===== config.mk =====
export PLATFORM = sky130hd
export DESIGN_NAME = line_sequencer
export DESIGN_NICKNAME = d
export VERILOG_FILES = /design/src/rtl/line_sequencer_pkg.sv /design/src/rtl/line_sequencer_rr_arb2.sv /design/src/rtl/line_sequencer.sv
export SDC_FILE = /design/constraint.sdc
export NUM_CORES = 1
export LEC_CHECK = 0
export BUFFER_PORTS_ARGS = -buffer_cell sky130_fd_sc_hd__buf_4
export CAP_MARGIN = 20
export CORE_UTILIZATION = 53
export CTS_CLUSTER_SIZE = 28
export DETAILED_ROUTE_END_ITERATION = 7
export GPL_ROUTABILITY_DRIVEN = 0
export GPL_TIMING_DRIVEN = 0
export PLACE_DENSITY = 0.86
export SYNTH_ARGS = -nofsm -noshare
export SYNTH_HDL_FRONTEND = slang
export SYNTH_HIERARCHICAL = 1
export SYNTH_SLANG_ARGS = --single-unit

===== constraint.sdc =====
create_clock -name clk -period 5.2 [get_ports clk]
set_input_delay 1.04 -clock clk [delete_from_list [all_inputs] [get_ports clk]]
set_output_delay 1.04 -clock clk [all_outputs]
set_load 0.02 [all_outputs]

===== src/rtl/line_sequencer_pkg.sv =====
// Shared types and default geometry for the line sequencer front end.
package line_pkg;

  localparam int CW_DEF     = 11;
  localparam int WIDTH_DEF  = 640;
  localparam int HEIGHT_DEF = 480;

  typedef enum logic [2:0] {
    ST_IDLE  = 3'd0,
    ST_START = 3'd1,
    ST_DRAW  = 3'd2,
    ST_CLEAR = 3'd3,
    ST_FIN   = 3'd4
  } state_e;

  typedef struct packed {
    logic              clear;
    logic              color;
    logic [CW_DEF-1:0] x0;
    logic [CW_DEF-1:0] y0;
    logic [CW_DEF-1:0] x1;
    logic [CW_DEF-1:0] y1;
  } line_cmd_t;

endpackage


===== src/rtl/line_sequencer_rr_arb2.sv =====
// Two-requester round-robin arbiter: a tie goes to whoever was not granted last.
module rr_arb2 (
  input  logic [1:0] req,
  input  logic       last,
  output logic [1:0] gnt
);

  always_comb begin
    gnt = req;
    if (req == 2'b11) gnt = last ? 2'b01 : 2'b10;
  end

endmodule


===== src/rtl/line_sequencer.sv =====
// Command front end: arbitrates two requesters, sequences the line engine,
// sweeps the framebuffer for clears, and drives the single pixel-write port.
module line_sequencer
  import line_pkg::*;
#(
  parameter int WIDTH  = WIDTH_DEF,
  parameter int HEIGHT = HEIGHT_DEF,
  parameter int CW     = CW_DEF,
  parameter int WDOG   = 2048
) (
  input  logic          clk,
  input  logic          reset,
  input  logic [1:0]    req_valid,
  output logic [1:0]    req_ready,
  input  logic [1:0]    req_clear,
  input  logic [1:0]    req_color,
  input  logic [2*CW-1:0] req_x0,
  input  logic [2*CW-1:0] req_y0,
  input  logic [2*CW-1:0] req_x1,
  input  logic [2*CW-1:0] req_y1,
  output logic [1:0]    cmd_done,
  output logic          eng_start,
  output logic [CW-1:0] eng_x0,
  output logic [CW-1:0] eng_y0,
  output logic [CW-1:0] eng_x1,
  output logic [CW-1:0] eng_y1,
  input  logic [CW-1:0] eng_x,
  input  logic [CW-1:0] eng_y,
  input  logic          eng_pix_valid,
  input  logic          eng_done,
  output logic          pix_we,
  output logic [CW-1:0] pix_x,
  output logic [CW-1:0] pix_y,
  output logic          pix_color,
  output logic          busy,
  output logic          err
);

  localparam logic [2:0] S_IDLE  = ST_IDLE;
  localparam logic [2:0] S_START = ST_START;
  localparam logic [2:0] S_DRAW  = ST_DRAW;
  localparam logic [2:0] S_CLEAR = ST_CLEAR;
  localparam logic [2:0] S_FIN   = ST_FIN;

  localparam int WDW = (WDOG > 2) ? $clog2(WDOG) : 1;

  logic [2:0]    state_q, state_d;
  line_cmd_t     cmd_q, cmd_d;
  logic          grant_q, grant_d;
  logic          last_q, last_d;
  logic [WDW-1:0] wd_q, wd_d;
  logic [CW-1:0] cx_q, cx_d;
  logic [CW-1:0] cy_q, cy_d;
  logic          err_q, err_d;

  logic [1:0]    gnt;
  logic [1:0]    accept;
  logic          sel;

  rr_arb2 u_arb (
    .req  (req_valid),
    .last (last_q),
    .gnt  (gnt)
  );

  assign req_ready = (state_q == S_IDLE) ? gnt : 2'b00;
  assign accept    = req_valid & req_ready;
  assign sel       = accept[1];

  always_comb begin
    state_d = state_q;
    cmd_d   = cmd_q;
    grant_d = grant_q;
    last_d  = last_q;
    wd_d    = wd_q;
    cx_d    = cx_q;
    cy_d    = cy_q;
    err_d   = err_q;
    case (state_q)
      S_IDLE: begin
        if (accept != 2'b00) begin
          grant_d     = sel;
          cmd_d.clear = req_clear[sel];
          cmd_d.color = req_color[sel];
          cmd_d.x0    = CW_DEF'(sel ? req_x0[2*CW-1:CW] : req_x0[CW-1:0]);
          cmd_d.y0    = CW_DEF'(sel ? req_y0[2*CW-1:CW] : req_y0[CW-1:0]);
          cmd_d.x1    = CW_DEF'(sel ? req_x1[2*CW-1:CW] : req_x1[CW-1:0]);
          cmd_d.y1    = CW_DEF'(sel ? req_y1[2*CW-1:CW] : req_y1[CW-1:0]);
          cx_d        = '0;
          cy_d        = '0;
          state_d     = req_clear[sel] ? S_CLEAR : S_START;
        end
      end
      S_START: begin
        wd_d    = '0;
        state_d = S_DRAW;
      end
      S_DRAW: begin
        // wd_q == 0 marks the first DRAW cycle, where eng_done is still from the previous line
        wd_d = wd_q + WDW'(1);
        if (eng_done && (wd_q != '0)) begin
          state_d = S_FIN;
        end else if (wd_q == WDW'(WDOG - 1)) begin
          err_d   = 1'b1;
          state_d = S_FIN;
        end
      end
      S_CLEAR: begin
        if (cx_q == CW'(WIDTH - 1)) begin
          cx_d = '0;
          if (cy_q == CW'(HEIGHT - 1)) state_d = S_FIN;
          else                         cy_d    = cy_q + CW'(1);
        end else begin
          cx_d = cx_q + CW'(1);
        end
      end
      S_FIN: begin
        last_d  = grant_q;
        state_d = S_IDLE;
      end
      default: state_d = S_IDLE;
    endcase
  end

  always_ff @(posedge clk) begin
    if (reset) begin
      state_q <= S_IDLE;
      cmd_q   <= '0;
      grant_q <= 1'b0;
      last_q  <= 1'b1;
      wd_q    <= '0;
      cx_q    <= '0;
      cy_q    <= '0;
      err_q   <= 1'b0;
    end else begin
      state_q <= state_d;
      cmd_q   <= cmd_d;
      grant_q <= grant_d;
      last_q  <= last_d;
      wd_q    <= wd_d;
      cx_q    <= cx_d;
      cy_q    <= cy_d;
      err_q   <= err_d;
    end
  end

  assign eng_start = (state_q == S_START);
  assign eng_x0    = CW'(cmd_q.x0);
  assign eng_y0    = CW'(cmd_q.y0);
  assign eng_x1    = CW'(cmd_q.x1);
  assign eng_y1    = CW'(cmd_q.y1);

  // Outputs decode straight from state so a synchronous reset silences the port at once
  always_comb begin
    pix_we    = 1'b0;
    pix_x     = '0;
    pix_y     = '0;
    pix_color = 1'b0;
    if (state_q == S_DRAW) begin
      pix_we    = eng_pix_valid;
      pix_x     = eng_x;
      pix_y     = eng_y;
      pix_color = cmd_q.color;
    end else if (state_q == S_CLEAR) begin
      pix_we    = 1'b1;
      pix_x     = cx_q;
      pix_y     = cy_q;
      pix_color = cmd_q.color;
    end
  end

  assign cmd_done = (state_q == S_FIN) ? (grant_q ? 2'b10 : 2'b01) : 2'b00;
  assign busy     = (state_q != S_IDLE);
  assign err      = err_q;

endmodule


## After elaboration in Yosys (flattened, before gate mapping)

Index checks and enable logic that the tools add are counted.

- Word-level logic and storage cells: 78
- Register bits: 84
- Output and inout port bits: 75
- Input bits: 120

- $add $sub $neg: 3
- Bitwise operators: 2
- Equality and inequality tests: 13
- Order comparisons: 1
- Reductions and logical operators: 12
- Mux-type cells: 35

Operators by type and width:

| kind | number |
|---|---|
| $mux W11 | 12 |
| $pmux W11 S2 | 3 |
| $add A11 B1 Y11 const B | 3 |
| $mux W3 | 5 |
| $mux W2 | 6 |
| $pmux W3 S4 | 1 |
| $eq A11 B10 Y1 const B | 1 |
| $eq A11 B11 Y1 const B | 1 |
| $eq A11 B9 Y1 const B | 1 |
| $reduce_bool A11 Y1 | 1 |
| $mux W1 | 8 |
| $reduce_and A4 Y1 | 2 |
| $eq A3 B2 Y1 const B | 2 |
| $ne A2 B2 Y1 const B | 3 |
| $reduce_bool A2 Y1 | 3 |
| $reduce_and A2 Y1 | 2 |
| $eq A3 B1 Y1 const B | 1 |
| $eq A3 B3 Y1 const B | 1 |
| $logic_not A3 Y1 | 1 |
| $ne A3 B3 Y1 const B | 1 |
| $reduce_and A3 Y1 | 1 |
| $reduce_bool A3 Y1 | 1 |
| $and A2 B2 Y2 | 1 |
| $eq A2 B2 Y1 const B | 1 |
| other kinds (4) | 4 |

## Depth between registers and ports, before layout

- Depth in word-level cells: 9
- Depth in mapped cells: 8
- Mapped depth without buffers: 7

## Modules after synthesis

Netlist, hierarchy kept.

Modules (own cells, without submodules):

| module | cells an instance | area each (um2) | seq. area each (um2) | instances |
|---|---|---|---|---|
| line_sequencer | 644 | 4,818.4 | 1,681.6 | 1 |
| rr_arb2 | 3 | 18.8 | 0.0 | 1 |

## Worst setup path after synthesis

Ideal clock, no wire load.

- Path type: register -> output
- From: register state_q[0]
- To: output pix_x[1]
- Data required time: 4.160 ns
- Cell stages (with the launch flop): 6
- Data arrival time: 1.770 ns
- Slack: 2.390 ns
- Path through: dfxtp_1 clkbuf_1 clkbuf_1 buf_1 mux2i_1 nor2_1

- Cells in the longest elaborated chain, start to end: 3
- Elaborated cells between the ends (all ways): 4

Ends and longest elaborated chain:

| item | line | source |
|---|---|---|
| from (decl) | line_sequencer.sv:47 | `logic [2:0] state_q, state_d;` |
| from (signal assigned) | line_sequencer.sv:136 | `state_q <= state_d;` |
| $eq A3 B2 Y1 | line_sequencer.sv:164 | `end else if (state_q == S_CLEAR) begin` |
| $mux W11 | line_sequencer.sv:164 |  |
| $mux W11 * | line_sequencer.sv:159 | `if (state_q == S_DRAW) begin` |
| to (decl) | line_sequencer.sv:32 | `output logic [CW-1:0] pix_x,` |

Every way passes the cells marked *; elsewhere a longest branch is shown, timed or not.

## Worst setup path after layout

- From: register state_q[0]
- To: output pix_x[5]

Same word-level chain as after synthesis.

==> impl_results.md <==
* Final core occ at between 70% and 80%
* Layout Cells excl Fill at about 970
* Peak supply drop at approximately 0.16 mV
* Crit path DAT at ~2.6 ns
* CP startpoint kind: flop
* F_max at 272 MHz
* Total gr overflow at 0
* Pre-antenna DRT Iters at 6
* DRT met1 WL at 6360 um
* Flip-flop and latch area at ~1700 um2
* HPWL after detailed placement at 11500 um
* Unrepaired setup endpoints after global routing: no
* Vias per cell at slightly below 6
* Clk sinks at between 80 and 90
* Pin count of the biggest net entering global routing at 15
* Initial core utilization at around 55%
* First-pass GRT wire length at approximately 25000 um
* Flop pwr share at roughly two fifths
* R2r setup slk at 2.84 ns
* Tot GR Track Use at about a third
* Final hold vios at 0
* Synth-to-layout area growth at 38.4%
* Post-Syn Area at 4840 um2
* Wirelength per Cell at 16.0 um
* Synthesized area per cell at ~7.5 um2
* Rel. slew slack at around 44%
* CTS tree: done
* H-tree depth at 3
* Setup TNS at 0 ns
* Outcome: complete, no violations
* Clock slew at reported path FFs at about 0.090 ns
* Reg2reg path depth at 8
* Critical path fanouts, max at 10
* Post-CTS sizing at 0
* Hold Startpoint: err$_SDFFE_PP0P_
* Hold Crit Class: reg2reg
* Post-synth EDFFs at 0
* Via count at 5605
* Hold_buf cts at 0
* Cells on Worst Hold Path at 2
* Die area at between 9000 and 10000 um2
* Share of post-route cells with drive strength above 1 at 31.2%
* Total CTS buffers at 9
* Clock Path Buffers at 2
* Internal power at 1.29 mW
* Mapped Nets at 771
* Switching portion of total power at ~30%
* Critical Path End Type: output pin
* Clk pwr share at 33.7%
* Fillers at a little under 700
* Root Buffer: clkbuf_8
* Worst slew pin tran at ~0.83 ns
* CP required at approximately 4.2 ns
* DP Cell Count at 949
* Height of the die at just under 100 um
* Synth Warn # at 6
* Final Cycle Share at between 70% and 80%
* Die width at approximately 100 um
* Max-Cap Viols at 0
* Initial DRC count at ~280
* Row count at 34
* Multi-input logic area at 2590 um2
* IO Count at a little under 200
* Nets at between 900 and 1000
* Post-DP Area at 6430 um2
* WL met2 at 7520 um
* Critical setup path kind: reg2out
* R2r startpoint: state_q[2]$_SDFFE_PP0P_
* Max Slew Vio Count at 0
* Post-CTS setup buffers at 0
* Highest metal used: met4
* Area of the core at between 8000 and 9000 um2
* Diode count at 0
* WHS Endpoint: err$_SDFFE_PP0P_
* Ys async rst share at 0%
* Clock latency on the worst-skew pair at between 0.3 and 0.4 ns
* DRC errors left at 0
* Final Setup Violations at 0
* Dominant synthesized flop cell: dfxtp_1
* Unique masters post-synth at 57
* Met3 WL at 1130 um
* Net Sw Power at roughly 0.56 mW
* Post-Route WL at ~15000 um
* Lkg Pwr at approximately 2.9 nW
* Pwr/cell area at 277 nW/um2
* Post-synthesis sequential area ratio at a little over a third
* Number of global-route vias before repair at ~5200
* Design Area, Final at 6690 um2
* #FFs+latches synth at 84
* Reg2reg end: eng_x0[0]$_SDFFE_PP0P_
* Comb power frac at 28.0%
* Min cycle time layout at approximately 3.7 ns
* Initial antenna violation count at 0
* Cell count after synthesis at 647
* Final ANT Viol Nets at 0
* Clock Skews at 0.0137 ns
* I/O Buffers at slightly below 200
[state kept, by name, indices dropped and copies added, names as in the netlist]
| signal | count |
|---|---|
| cmd_q | 1 |
| cx_q | 11 |
| cy_q | 11 |
| eng_x0 | 11 |
| eng_x1 | 11 |
| eng_y0 | 11 |
| eng_y1 | 11 |
| err | 1 |
| grant_q | 1 |
| last_q | 1 |
| state_q | 3 |
| wd_q | 11 |
[synthesized netlist by cell type (5+ instances only)]
cell type	number	area share (%)
nor3_1	7	0.72
nand3_1	16	1.7
a311oi_1	50	9.1
and2_1	5	0.65
o21ai_0	16	1.7
dfxtp_1	84	35
inv_1	9	0.70
buf_4	44	6.8
a21oi_1	30	3.1
and3_1	6	0.78
nand4_1	5	0.65
o31ai_1	8	1.2
buf_1	5	0.39
nand2b_1	5	0.65
nand2_1	132	10
a31oi_1	9	1.2
nor2_1	94	7.3
mux2i_1	24	5.0
buf_2	5	0.52
clkbuf_1	38	2.9
[through the flow]
step                setup slack (ns)  hold slack [ns]  total power, mW
floorplan                       2.39            0.447             1.02
global placement                1.98            0.440             1.22
detailed placement              1.94            0.459             1.24
CTS                             1.54            0.472             1.84
global route                    1.36            0.500             1.92
finish                          1.52            0.465             1.85
[layer usage]
layer	vias up	global-route usage, %
met1	2630	40.9
met3	42	4.10
li1	2651	-
met2	282	52.7
met5	-	0
met4	0	14.8
[layout by cell type, fill, tap and decap left out, types with 6 or more instances in the layout]
master      n
o31ai_1     8
dfxtp_1    84
a311oi_1   50
buf_4     238
clkbuf_8    9
nor2_1     94
mux2i_1    24
a31oi_1     9
o21ai_0    16
clkbuf_1   39
nand3_1    16
a21oi_1    30
nor3_1      7
nand2_1   132
and3_1      6
inv_1       9
[power by group through the flow]
stage	clock [mW]	combinational (mW)	sequential, mW
3_3_place_gp	0	0.502	0.722
2_1_floorplan	0	0.303	0.717
4_1_cts	0.616	0.516	0.709
5_1_grt	0.644	0.558	0.715
3_5_place_dp	0	0.513	0.724
6_report	0.624	0.518	0.710
[cell type report]
| type | count | area share [%] |
|---|---|---|
| multi-input combinational | 459 | 38.6 |
| sequential | 84 | 25.1 |
| timing repair buffer | 194 | 21.8 |
| buffer | 93 | 7.89 |
| clock inverter | 6 | 2.04 |
| tap | 108 | 2.02 |
| clock buffer | 10 | 1.91 |
| inverter | 11 | 0.617 |
[worst max-delay path by stage]
stage / start / to / cells past startpoint
after floorplan: state_q[0]$_SDFFE_PP0P_ / pix_x[1] / 5
after global routing: state_q[0]$_SDFFE_PP0P_ / pix_x[7] / 6
after detailed placement: state_q[0]$_SDFFE_PP0P_ / pix_x[5] / 6
final: state_q[0]$_SDFFE_PP0P_ / pix_x[5] / 6
after CTS: state_q[0]$_SDFFE_PP0P_ / pix_x[5] / 6
after global placement: state_q[0]$_SDFFE_PP0P_ / pix_x[3] / 6
[worst max-delay path, cell delays in order, from the launching register on]
cell      delay [ns]
dfxtp_1         0.36
clkbuf_1        0.35
clkbuf_1        0.42
buf_1           0.62
mux2i_1         0.27
nor2_1          0.06
buf_4           0.18
[cells by family (layout without fill, tap and decap cells)]
group / Yosys count / count (layout) / share of synthesized area [%]
and+or+nand+nor: 291 / 291 / 26.6
AOI/OAI and AO/OA: 140 / 140 / 20.9
buffers and inverters: 104 / 314 / 11.8
DFF: 84 / 84 / 34.8
muxes: 24 / 24 / 4.97
adders and majority gates: 4 / 4 / 1.03
Note: power is estimated with default switching activity, not from simulation.
